File: config.mk
export PLATFORM = sky130hd
export DESIGN_NAME = axis_pkt_monitor
export DESIGN_NICKNAME = d
export VERILOG_FILES = /design/src/rtl/axis_mon_pkg.sv /design/src/rtl/axis_skid.sv /design/src/rtl/axis_pkt_monitor.sv
export SDC_FILE = /design/constraint.sdc
export NUM_CORES = 1
export LEC_CHECK = 0
export CAP_MARGIN = 40
export CELL_PAD_IN_SITES_DETAIL_PLACEMENT = 0
export CELL_PAD_IN_SITES_GLOBAL_PLACEMENT = 1
export CORE_UTILIZATION = 37
export DETAILED_ROUTE_END_ITERATION = 8
export PLACE_DENSITY_LB_ADDON = 0.1
export SLEW_MARGIN = 20
export SYNTH_ARGS = -nofsm -noshare
export SYNTH_HDL_FRONTEND = slang
export SYNTH_SLANG_ARGS = --single-unit
File: constraint.sdc
create_clock -name i_aclk -period 3.54 [get_ports i_aclk]
set_input_delay 0.708 -clock i_aclk [delete_from_list [all_inputs] [get_ports i_aclk]]
set_output_delay 0.708 -clock i_aclk [all_outputs]
set_load 0.05 [all_outputs]
File: src/rtl/axis_mon_pkg.sv
// Shared types for the AXI-Stream packet monitor: error bit positions,
// monitor FSM states and the per-packet error record.
package axis_mon_pkg;

   localparam int ERR_PROTO   = 3;
   localparam int ERR_RUNT    = 2;
   localparam int ERR_OVERLEN = 1;
   localparam int ERR_SAT     = 0;

   typedef enum logic [1:0] {IDLE, BODY, OVER} mon_state_t;

   // Field order matches the ERR_* positions when packed onto o_stat_err.
   typedef struct packed {
      logic proto;
      logic runt;
      logic overlen;
      logic sat;
   } stat_err_t;

endpackage

File: src/rtl/axis_skid.sv
// Registered skid stage: one output register plus one skid register, with a
// registered ready so the upstream path has no combinational dependency.
module axis_skid #(
   parameter int PW = 8
) (
   input  logic          clk,
   input  logic          rst,
   input  logic          s_valid,
   output logic          s_ready,
   input  logic [PW-1:0] s_data,
   output logic          m_valid,
   input  logic          m_ready,
   output logic [PW-1:0] m_data
);

   logic          skid_valid;
   logic [PW-1:0] skid_data;
   logic          acc;

   assign acc = s_valid && s_ready;

   always_ff @(posedge clk) begin
      if (rst) begin
         s_ready    <= 1'b0;
         m_valid    <= 1'b0;
         m_data     <= '0;
         skid_valid <= 1'b0;
         skid_data  <= '0;
      end else if (m_valid && !m_ready) begin
         // Output held: a new beat can only park in the skid register.
         if (acc) begin
            skid_valid <= 1'b1;
            skid_data  <= s_data;
         end
         s_ready <= !(skid_valid || acc);
      end else if (skid_valid) begin
         m_valid    <= 1'b1;
         m_data     <= skid_data;
         skid_valid <= 1'b0;
         s_ready    <= 1'b1;
      end else begin
         m_valid <= acc;
         if (acc) m_data <= s_data;
         s_ready <= 1'b1;
      end
   end

endmodule

File: src/rtl/axis_pkt_monitor.sv
// AXI-Stream pass-through that measures packet length, flags upstream protocol
// faults and posts one status record per packet. AXIS_PKT_STALL_WD_EN adds a
// downstream stall watchdog on o_stall_err.
module axis_pkt_monitor
   import axis_mon_pkg::*;
#(
   parameter int DW         = 32,
   parameter int UW         = 1,
   parameter int LGLEN      = 16,
   parameter int MAX_PACKET = 1514,
   parameter int MIN_PACKET = 0,
   parameter int MAX_STALL  = 64
) (
   input  logic             i_aclk,
   input  logic             i_reset,
   input  logic             S_AXIS_TVALID,
   output logic             S_AXIS_TREADY,
   input  logic [DW-1:0]    S_AXIS_TDATA,
   input  logic [DW/8-1:0]  S_AXIS_TKEEP,
   input  logic [DW/8-1:0]  S_AXIS_TSTRB,
   input  logic             S_AXIS_TLAST,
   input  logic [UW-1:0]    S_AXIS_TUSER,
   output logic             M_AXIS_TVALID,
   input  logic             M_AXIS_TREADY,
   output logic [DW-1:0]    M_AXIS_TDATA,
   output logic [DW/8-1:0]  M_AXIS_TKEEP,
   output logic [DW/8-1:0]  M_AXIS_TSTRB,
   output logic             M_AXIS_TLAST,
   output logic [UW-1:0]    M_AXIS_TUSER,
   output logic             o_stat_valid,
   input  logic             i_stat_ready,
   output logic [LGLEN-1:0] o_stat_len,
   output logic [3:0]       o_stat_err,
   output logic             o_stat_lost,
   output logic             o_stall_err
);

   localparam int KW  = DW / 8;
   localparam int PW  = DW + 2 * KW + 1 + UW;
   localparam int VBW = $clog2(KW + 1);

   logic [PW-1:0] m_pay;

   axis_skid #(.PW(PW)) u_skid (
      .clk     (i_aclk),
      .rst     (i_reset),
      .s_valid (S_AXIS_TVALID),
      .s_ready (S_AXIS_TREADY),
      .s_data  ({S_AXIS_TDATA, S_AXIS_TKEEP, S_AXIS_TSTRB, S_AXIS_TLAST, S_AXIS_TUSER}),
      .m_valid (M_AXIS_TVALID),
      .m_ready (M_AXIS_TREADY),
      .m_data  (m_pay)
   );

   assign {M_AXIS_TDATA, M_AXIS_TKEEP, M_AXIS_TSTRB, M_AXIS_TLAST, M_AXIS_TUSER} = m_pay;

   mon_state_t       state;
   logic [LGLEN-1:0] cnt, new_cnt;
   logic [LGLEN:0]   sum;
   logic [VBW-1:0]   vb;
   logic             acc, emit, sat_evt, ovf, runt;
   logic             sat_flag, proto_flag, proto_now, strb_bad, unstable;
   stat_err_t        err_nxt, stat_err;

   logic             prev_stall, prev_last;
   logic [UW-1:0]    prev_user;
   logic [KW-1:0]    prev_keep, prev_strb;
   logic [DW-1:0]    prev_data, dmask;

   assign acc     = S_AXIS_TVALID && S_AXIS_TREADY;
   assign emit    = acc && S_AXIS_TLAST;
   assign vb      = VBW'($countones(S_AXIS_TKEEP & S_AXIS_TSTRB));
   assign sum     = {1'b0, cnt} + (LGLEN+1)'(vb);
   assign sat_evt = sum[LGLEN];
   assign new_cnt = sat_evt ? '1 : sum[LGLEN-1:0];
   assign ovf     = (MAX_PACKET != 0) && (32'(sum) > 32'(MAX_PACKET));
   assign runt    = (MIN_PACKET != 0) && (32'(new_cnt) < 32'(MIN_PACKET));

   // Only data bytes the stalled beat marked as kept must hold steady.
   always_comb begin
      dmask = '0;
      for (int i = 0; i < KW; i++) dmask[8*i +: 8] = {8{prev_keep[i]}};
   end

   assign strb_bad  = S_AXIS_TVALID && |(S_AXIS_TSTRB & ~S_AXIS_TKEEP);
   assign unstable  = prev_stall && (!S_AXIS_TVALID || S_AXIS_TLAST != prev_last ||
                      S_AXIS_TUSER != prev_user || S_AXIS_TKEEP != prev_keep ||
                      S_AXIS_TSTRB != prev_strb || |((S_AXIS_TDATA ^ prev_data) & dmask));
   assign proto_now = strb_bad || unstable;

   always_comb begin
      err_nxt         = '0;
      err_nxt.proto   = proto_flag || proto_now;
      err_nxt.runt    = runt;
      err_nxt.overlen = (state == OVER) || ovf;
      err_nxt.sat     = sat_flag || sat_evt;
   end

   // Reset clears the history, so the stability check is idle for one cycle.
   always_ff @(posedge i_aclk) begin
      if (i_reset) begin
         prev_stall <= 1'b0;
         prev_last  <= 1'b0;
         prev_user  <= '0;
         prev_keep  <= '0;
         prev_strb  <= '0;
         prev_data  <= '0;
      end else begin
         prev_stall <= S_AXIS_TVALID && !S_AXIS_TREADY;
         prev_last  <= S_AXIS_TLAST;
         prev_user  <= S_AXIS_TUSER;
         prev_keep  <= S_AXIS_TKEEP;
         prev_strb  <= S_AXIS_TSTRB;
         prev_data  <= S_AXIS_TDATA;
      end
   end

   always_ff @(posedge i_aclk) begin
      if (i_reset) begin
         state        <= IDLE;
         cnt          <= '0;
         sat_flag     <= 1'b0;
         proto_flag   <= 1'b0;
         o_stat_valid <= 1'b0;
         o_stat_len   <= '0;
         stat_err     <= '0;
         o_stat_lost  <= 1'b0;
      end else begin
         proto_flag <= emit ? 1'b0 : (proto_flag || proto_now);
         if (acc) begin
            if (S_AXIS_TLAST) begin
               state    <= IDLE;
               cnt      <= '0;
               sat_flag <= 1'b0;
            end else begin
               cnt      <= new_cnt;
               sat_flag <= sat_flag || sat_evt;
               if (ovf)                state <= OVER;
               else if (state == IDLE) state <= BODY;
            end
         end
         if (emit) begin
            if (o_stat_valid && !i_stat_ready) begin
               o_stat_lost <= 1'b1;
            end else begin
               o_stat_valid <= 1'b1;
               o_stat_len   <= new_cnt;
               stat_err     <= err_nxt;
            end
         end else if (i_stat_ready) begin
            o_stat_valid <= 1'b0;
         end
      end
   end

   assign o_stat_err = stat_err;

`ifdef AXIS_PKT_STALL_WD_EN
   localparam int SW = $clog2(MAX_STALL + 1);
   logic [SW-1:0] stall_cnt;
   logic          stall_err;

   always_ff @(posedge i_aclk) begin
      if (i_reset) begin
         stall_cnt <= '0;
         stall_err <= 1'b0;
      end else begin
         if (M_AXIS_TVALID && !M_AXIS_TREADY) begin
            if (stall_cnt != SW'(MAX_STALL)) stall_cnt <= stall_cnt + SW'(1);
         end else begin
            stall_cnt <= '0;
         end
         if (stall_cnt == SW'(MAX_STALL)) stall_err <= 1'b1;
      end
   end

   assign o_stall_err = stall_err;
`else
   assign o_stall_err = 1'b0;
`endif

endmodule

# --- After elaboration in Yosys (flattened, before gate mapping) ---
# Index checks and enable logic that the tools add are counted.
totals:
  regBits: 171
op_classes:
  n_addsub: 4
  order_cmp: 1
  eq_ne: 6
  muxes: 13
  bitwise_logic: 7
  reduce_logical: 36
ops:
  columns: ["operator", "count"]
  rows:
  - ["$mux 42", 2]
  - ["$and 32x32->32", 1]
  - ["$mux 16", 2]
  - ["$reduce_or 32->1", 1]
  - ["$xor 32x32->32", 1]
  - ["$add 16x3->17", 1]
  - ["$gt 17x11->1 const B", 1]
  - ["$reduce_and 2->1", 6]
  - ["$logic_or 1x1->1", 10]
  - ["$and 4x4->4", 2]
  - ["$ne 4x4->1", 2]
  - ["$logic_and 1x1->1", 7]
  - ["$mux 1", 6]
  - ["$mux 2", 3]
  - ["$logic_not 1->1", 5]
  - ["$add 1x1->2", 2]
  - ["$not 4->4", 1]
  - ["$reduce_bool 2->1", 2]
  - ["$reduce_or 2->1", 2]
  - ["$reduce_or 4->1", 1]
  - ["$add 2x2->3", 1]
  - ["$reduce_bool 3->1", 1]
  - ["$eq 2x2->1 const B", 1]
  - ["$logic_not 2->1", 1]
  - ["other kinds (3)", 5]

# --- Depth between registers and ports, before layout ---
logic_depth:
  ltp_word: 9
  depth_mapped: 13
  ltp_nobuf: 11

# --- Modules after synthesis ---
# Synthesis repeated with hierarchy kept, for this count alone.
unflattened:
  cells_unflattened: 820
  area_unflattened_um2: 7562.3
modules_own_cells:
  columns: ["module", "instances", "cells_each", "area_each_um2"]
  rows:
  - ["axis_pkt_monitor", 1, 432, 3838.7]
  - ["axis_skid", 1, 388, 3723.6]

# --- Worst setup path after synthesis ---
# Ideal clock, no wire load.
synth_path:
  kind: "input-to-reg"
  startpoint: "input port S_AXIS_TKEEP[0]"
  endpoint: "register state[1]"
  setup_time_ns: 0.133
  arrival_time_ns: 3.351
  required_time_ns: 3.407
  path_slack_ns: 0.057
  stages: 12
  path_buffers: 1
  cell_sequence: "nand2_1 fa_1 fa_1 inv_1 fa_1 buf_2 nand3_2 nor4_4 a21boi_2 a311o_1 nor4_4 a211oi_1"
synth_via:
  elab_chain_cells: 7
  word_cells_on_any_way: 9
  cone_classes: "add/sub (3); order compare (1); mux (2); bitwise (1); reduce/logical (2)"
synth_lines:
  columns: ["item", "line_no", "rtl"]
  rows:
  - ["from (decl)", "axis_pkt_monitor.sv:19", "input logic [DW/8-1:0] S_AXIS_TKEEP,"]
  - ["$and 4x4->4 (*)", "axis_pkt_monitor.sv:72", "assign vb = VBW'($countones(S_AXIS_TKEEP & S_AXIS_TSTRB));"]
  - ["$add 1x1->2 (not written as such) (*)", "axis_pkt_monitor.sv:72", null]
  - ["$add 2x2->3 (not written as such) (*)", "axis_pkt_monitor.sv:72", null]
  - ["$add 16x3->17 (*)", "axis_pkt_monitor.sv:73", "assign sum = {1'b0, cnt} + (LGLEN+1)'(vb);"]
  - ["$gt 17x11->1 (*)", "axis_pkt_monitor.sv:76", "assign ovf = (MAX_PACKET != 0) && (32'(sum) > 32'(MAX_PACKET));"]
  - ["$reduce_bool 3->1 (no source line) or $mux 2 (tied branches)", null, null]
  - ["$reduce_and 2->1 (no source line) or $mux 2 (tied branches)", null, null]
  - ["to (signal assigned)", "axis_pkt_monitor.sv:120", "state <= IDLE;"]
  - ["to (signal assigned)", "axis_pkt_monitor.sv:132", "state <= IDLE;"]
  - ["to (signal assigned)", "axis_pkt_monitor.sv:138", "if (ovf) state <= OVER;"]
  - ["to (decl)", "axis_pkt_monitor.sv:57", "mon_state_t state;"]
# Mark *: on every way between the ends. The rest lies on a longest branch, timed or not.
# A chain may end at the register's enable or synchronous reset.

# --- Final worst setup path ---
layout_path:
  startpoint: "input port S_AXIS_TSTRB[0]"
  endpoint: "register state[0]"
layout_via:
  elab_chain_cells: 7
  word_cells_on_any_way: 9
  cone_classes: "add/sub (3); order compare (1); mux (2); bitwise (1); reduce/logical (2)"
layout_lines:
  columns: ["item", "line_no", "rtl"]
  rows:
  - ["from (decl)", "axis_pkt_monitor.sv:20", "input logic [DW/8-1:0] S_AXIS_TSTRB,"]
  - ["$and 4x4->4 (*)", "axis_pkt_monitor.sv:72", null]
  - ["$add 1x1->2 (not written as such) (*)", "axis_pkt_monitor.sv:72", null]
  - ["$add 2x2->3 (not written as such) (*)", "axis_pkt_monitor.sv:72", null]
  - ["$add 16x3->17 (*)", "axis_pkt_monitor.sv:73", null]
  - ["$gt 17x11->1 (*)", "axis_pkt_monitor.sv:76", null]
  - ["$reduce_bool 3->1 (no source line) or $mux 2 (tied branches)", null, null]
  - ["$reduce_and 2->1 (no source line) or $mux 2 (tied branches)", null, null]
# Marks and branches as above.

==> out/results.ini <==
[run_status]
status=complete, no violations

[floorplanning]
core_region_area_sq_um=19000
start_util_pct=38.3
die_w_um=142
die_h_um=142
fp-row-count=50
ios=114
dieArea_sq_um=20200

[detailed_routing]
ant_nets=0
avgViaCountPerCell=4.99
wirelength_um=18600
vias=6042
wire_per_inst_um=15.3
post-route-drc-count=0
initialDrtViolationCount=326
first_pass_iters=7

[synthesis]
syn_area_sq_um=7270
ys_seq_area_share_pct=47.1
ys_seq_elements=171
synth_top_area_share_pct=47.1
yosysUniqueCellTypes=52
synthArstFlopShare_pct=0
synth_warnings=0
avgSynthCellArea_sq_um=8.83
synth_largest_area_cell=dfxtp_1
synth_edf_count=0
synth_ff_type=dfxtp_1
netlist_top_cells_area=dfxtp_1 47%, nand2_1 5.9%, xnor2_1 5.9%
syn_inst=823

[setup_path]
worstPathArrival_ps=3660
crit_chain=dlygate4sd2_1, nand2_1, fa_1, fa_2, inv_1, fa_2, nand2b_4, a22oi_1, o211ai_1, a2111oi_2, buf_4, a211oi_1, o2bb2ai_1
reg2reg_depth=12
r2r_end=state[0]
critPathCaptureType=flop
worstPathRequired_ps=3850
path_common_cell=fa_2
start_kind=primary input
r2r_slack_ps=480
max_stage_delay_ps=580
cp_max_fo=3
reg2reg_from=cnt[0]
worst-setup-path-type=primary input to flop
cpMaxStageDelayCell=fa_1

[sta]
clock.fmax_ghz=0.299
slew_violations=0
period_needed_ps=3350
fin_skew_ps=7.26
finalSetupViolCount=0
hold_violations=0
final.period_utilization_pct=94.6
worst_pin_slew_ps=783
max_slew_margin_pct=47.8
rsz0062_at_grt=no

[cts]
cts_tree=built
clock-root-buffer=clkbuf_16
cts_buffers=17
worstSkewPairLatency_ps=420
cts-hold-fix-buffers=0
cts.clk_slew.worst_paths_ps=60
cts_buffer_depth=2
cts_sinks=171
cts_setup_buffers=0
cts_max_level=4

[global_route]
grt_pass1_vias=6054
use_met3_pct=4.14
grt_antenna_before_repair=0
overflow=0
grt_max_degree=85
grt_pass1_wl_um=30500
top_usage_layer=met2
use_met2_pct=32.1
track_usage_pct=19.3
gr-usage-met1_pct=24.5

[job]
cap_violations=0

[hold_path]
min_from=u_skid.skid_data[10]
holdPathEnd=u_skid.skid_data[10]
holdPathStages=2
hold_path_class=flop to flop

[place]
place_congestion=0.835
post-dp-hpwl_um=12600
port_buffers=111
dp.cells=1181

[final_layout]
nFillCells=1803
final_nets=991
fin_cells=1212
syn_to_final_growth_pct=29.9
num_antenna_cells=0
drive_above_1_share_pct=10.1
postLayoutCoreUtil_pct=49.8

[pwr]
power_density_nw_per_um2=478
power_uw=4520
vdd_drop_max_mv=0.347
power_leakage_uw=0.00325

==> stage by stage <==
stage	cell area [sq um]	hold WS, ps	worst slack, ps	TNS (ps)
2_1_floorplan	7270	436	56.8	0
3_3_place_gp	8850	441	-458	-10690
3_5_place_dp	8850	446	-591	-14910
4_1_cts	9430	455	38.6	0
5_1_grt	9440	467	30.7	0
6_report	9440	453	192	0
==> worst max-delay path by stage <==
stage,startpoint,to,slack (ps)
6_report,S_AXIS_TSTRB[0],state[0],190
2_1_floorplan,S_AXIS_TKEEP[0],state[1],60
3_3_place_gp,S_AXIS_TKEEP[0],state[1],-460
4_1_cts,S_AXIS_TSTRB[2],state[1],40
5_1_grt,S_AXIS_TSTRB[0],state[0],30
3_5_place_dp,S_AXIS_TSTRB[0],o_stat_len[3],-590
==> sequential cells by signal, indices dropped and copies added, names as in the netlist <==
name	count
cnt	16
o_stat_err	3
o_stat_len	16
o_stat_lost	1
o_stat_valid	1
prev_data	32
prev_keep	4
prev_last	1
prev_stall	1
prev_strb	4
prev_user	1
proto_flag	1
sat_flag	1
state	2
u_skid.m_data	42
u_skid.m_valid	1
u_skid.s_ready	1
u_skid.skid_data	42
u_skid.skid_valid	1
==> Yosys cell counts (4+ instances only) <==
cell / instances
dfxtp_1: 171
nand2_1: 115
nor2_1: 85
a21oi_1: 66
xnor2_1: 49
nor2b_1: 48
clkbuf_1: 46
a211oi_1: 45
mux2i_1: 42
nor3_1: 18
inv_1: 13
o21ai_0: 12
nand3_1: 10
nand4_1: 10
a311oi_1: 8
buf_2: 8
a22oi_1: 6
a31oi_1: 6
nand2b_1: 5
xor2_1: 5
buf_4: 4
==> metal layers <==
metal | vias to the layer above | part of all wire [%]
met4 | 0 | 1.7
li1 | 3049 | -
met3 | 22 | 3.7
met2 | 121 | 47
met5 | - | 0
met1 | 2850 | 48
==> where the power goes <==
group          internal [uW]  switching (uW)  total (uW)  leakage, uW
logic                    253             387         640      0.00157
clock network           1060             773        1830     0.000278
registers               2000            41.6        2050      0.00140
==> cells in the final DEF, fill, tap and decap left out, types with 3 or more instances in the layout <==
cell type / n
o21ai_1: 3
and3_1: 3
nand2b_1: 4
a311oi_1: 8
nand3_1: 10
inv_1: 13
dfxtp_1: 170
a211oi_1: 44
nor3_1: 18
nand2_1: 113
a31oi_1: 6
buf_4: 45
xor2_1: 5
xnor2_1: 49
clkbuf_1: 3
o21ai_0: 12
mux2i_1: 42
nor2b_1: 48
clkinv_2: 3
clkbuf_16: 17
clkdlybuf4s50_1: 106
o22ai_1: 3
nand4_1: 10
a22oi_1: 6
a21oi_1: 66
nor2_1: 83
and2_1: 3
==> critical path: cells and delay by family <==
kind	cells	cell delay, ps
buffers and inverters	3	480
and+or+nand+nor	2	160
adders and majority gates	3	1360
AOI/OAI and AO/OA	5	960
==> final cells by class <==
class / instances / area (sq um) / area share (%)
Multi-Input combinational cell: 579 / 3580 / 38.0
Sequential cell: 171 / 3420 / 36.3
Timing Repair Buffer: 158 / 1490 / 15.8
Clock buffer: 21 / 450 / 4.77
Tap cell: 260 / 325 / 3.44
Clock inverter: 10 / 118 / 1.25
Inverter: 13 / 48.8 / 0.517
==> what timing repair did <==
action | in CTS | in global routing
cloned | 0 | 0
hold endpoints to repair | 0 | 0
resized for setup | 6 | 4
pin swaps | 9 | 5
endpoints found under the setup margin | 15 | 11
==> cell families after synthesis <==
| kind of cell | count (synthesis) | share of synthesized area [%] |
|---|---|---|
| mux | 42 | 5.78 |
| compound gates | 167 | 15.2 |
| other cells | 1 | 0.0516 |
| flops | 171 | 47.1 |
| simple gates | 310 | 20.2 |
| buf+inv | 74 | 4.17 |
| xor+xnor | 54 | 6.51 |
| fa+ha+maj | 4 | 0.998 |
No activity file was read; power rests on OpenSTA's default activity.
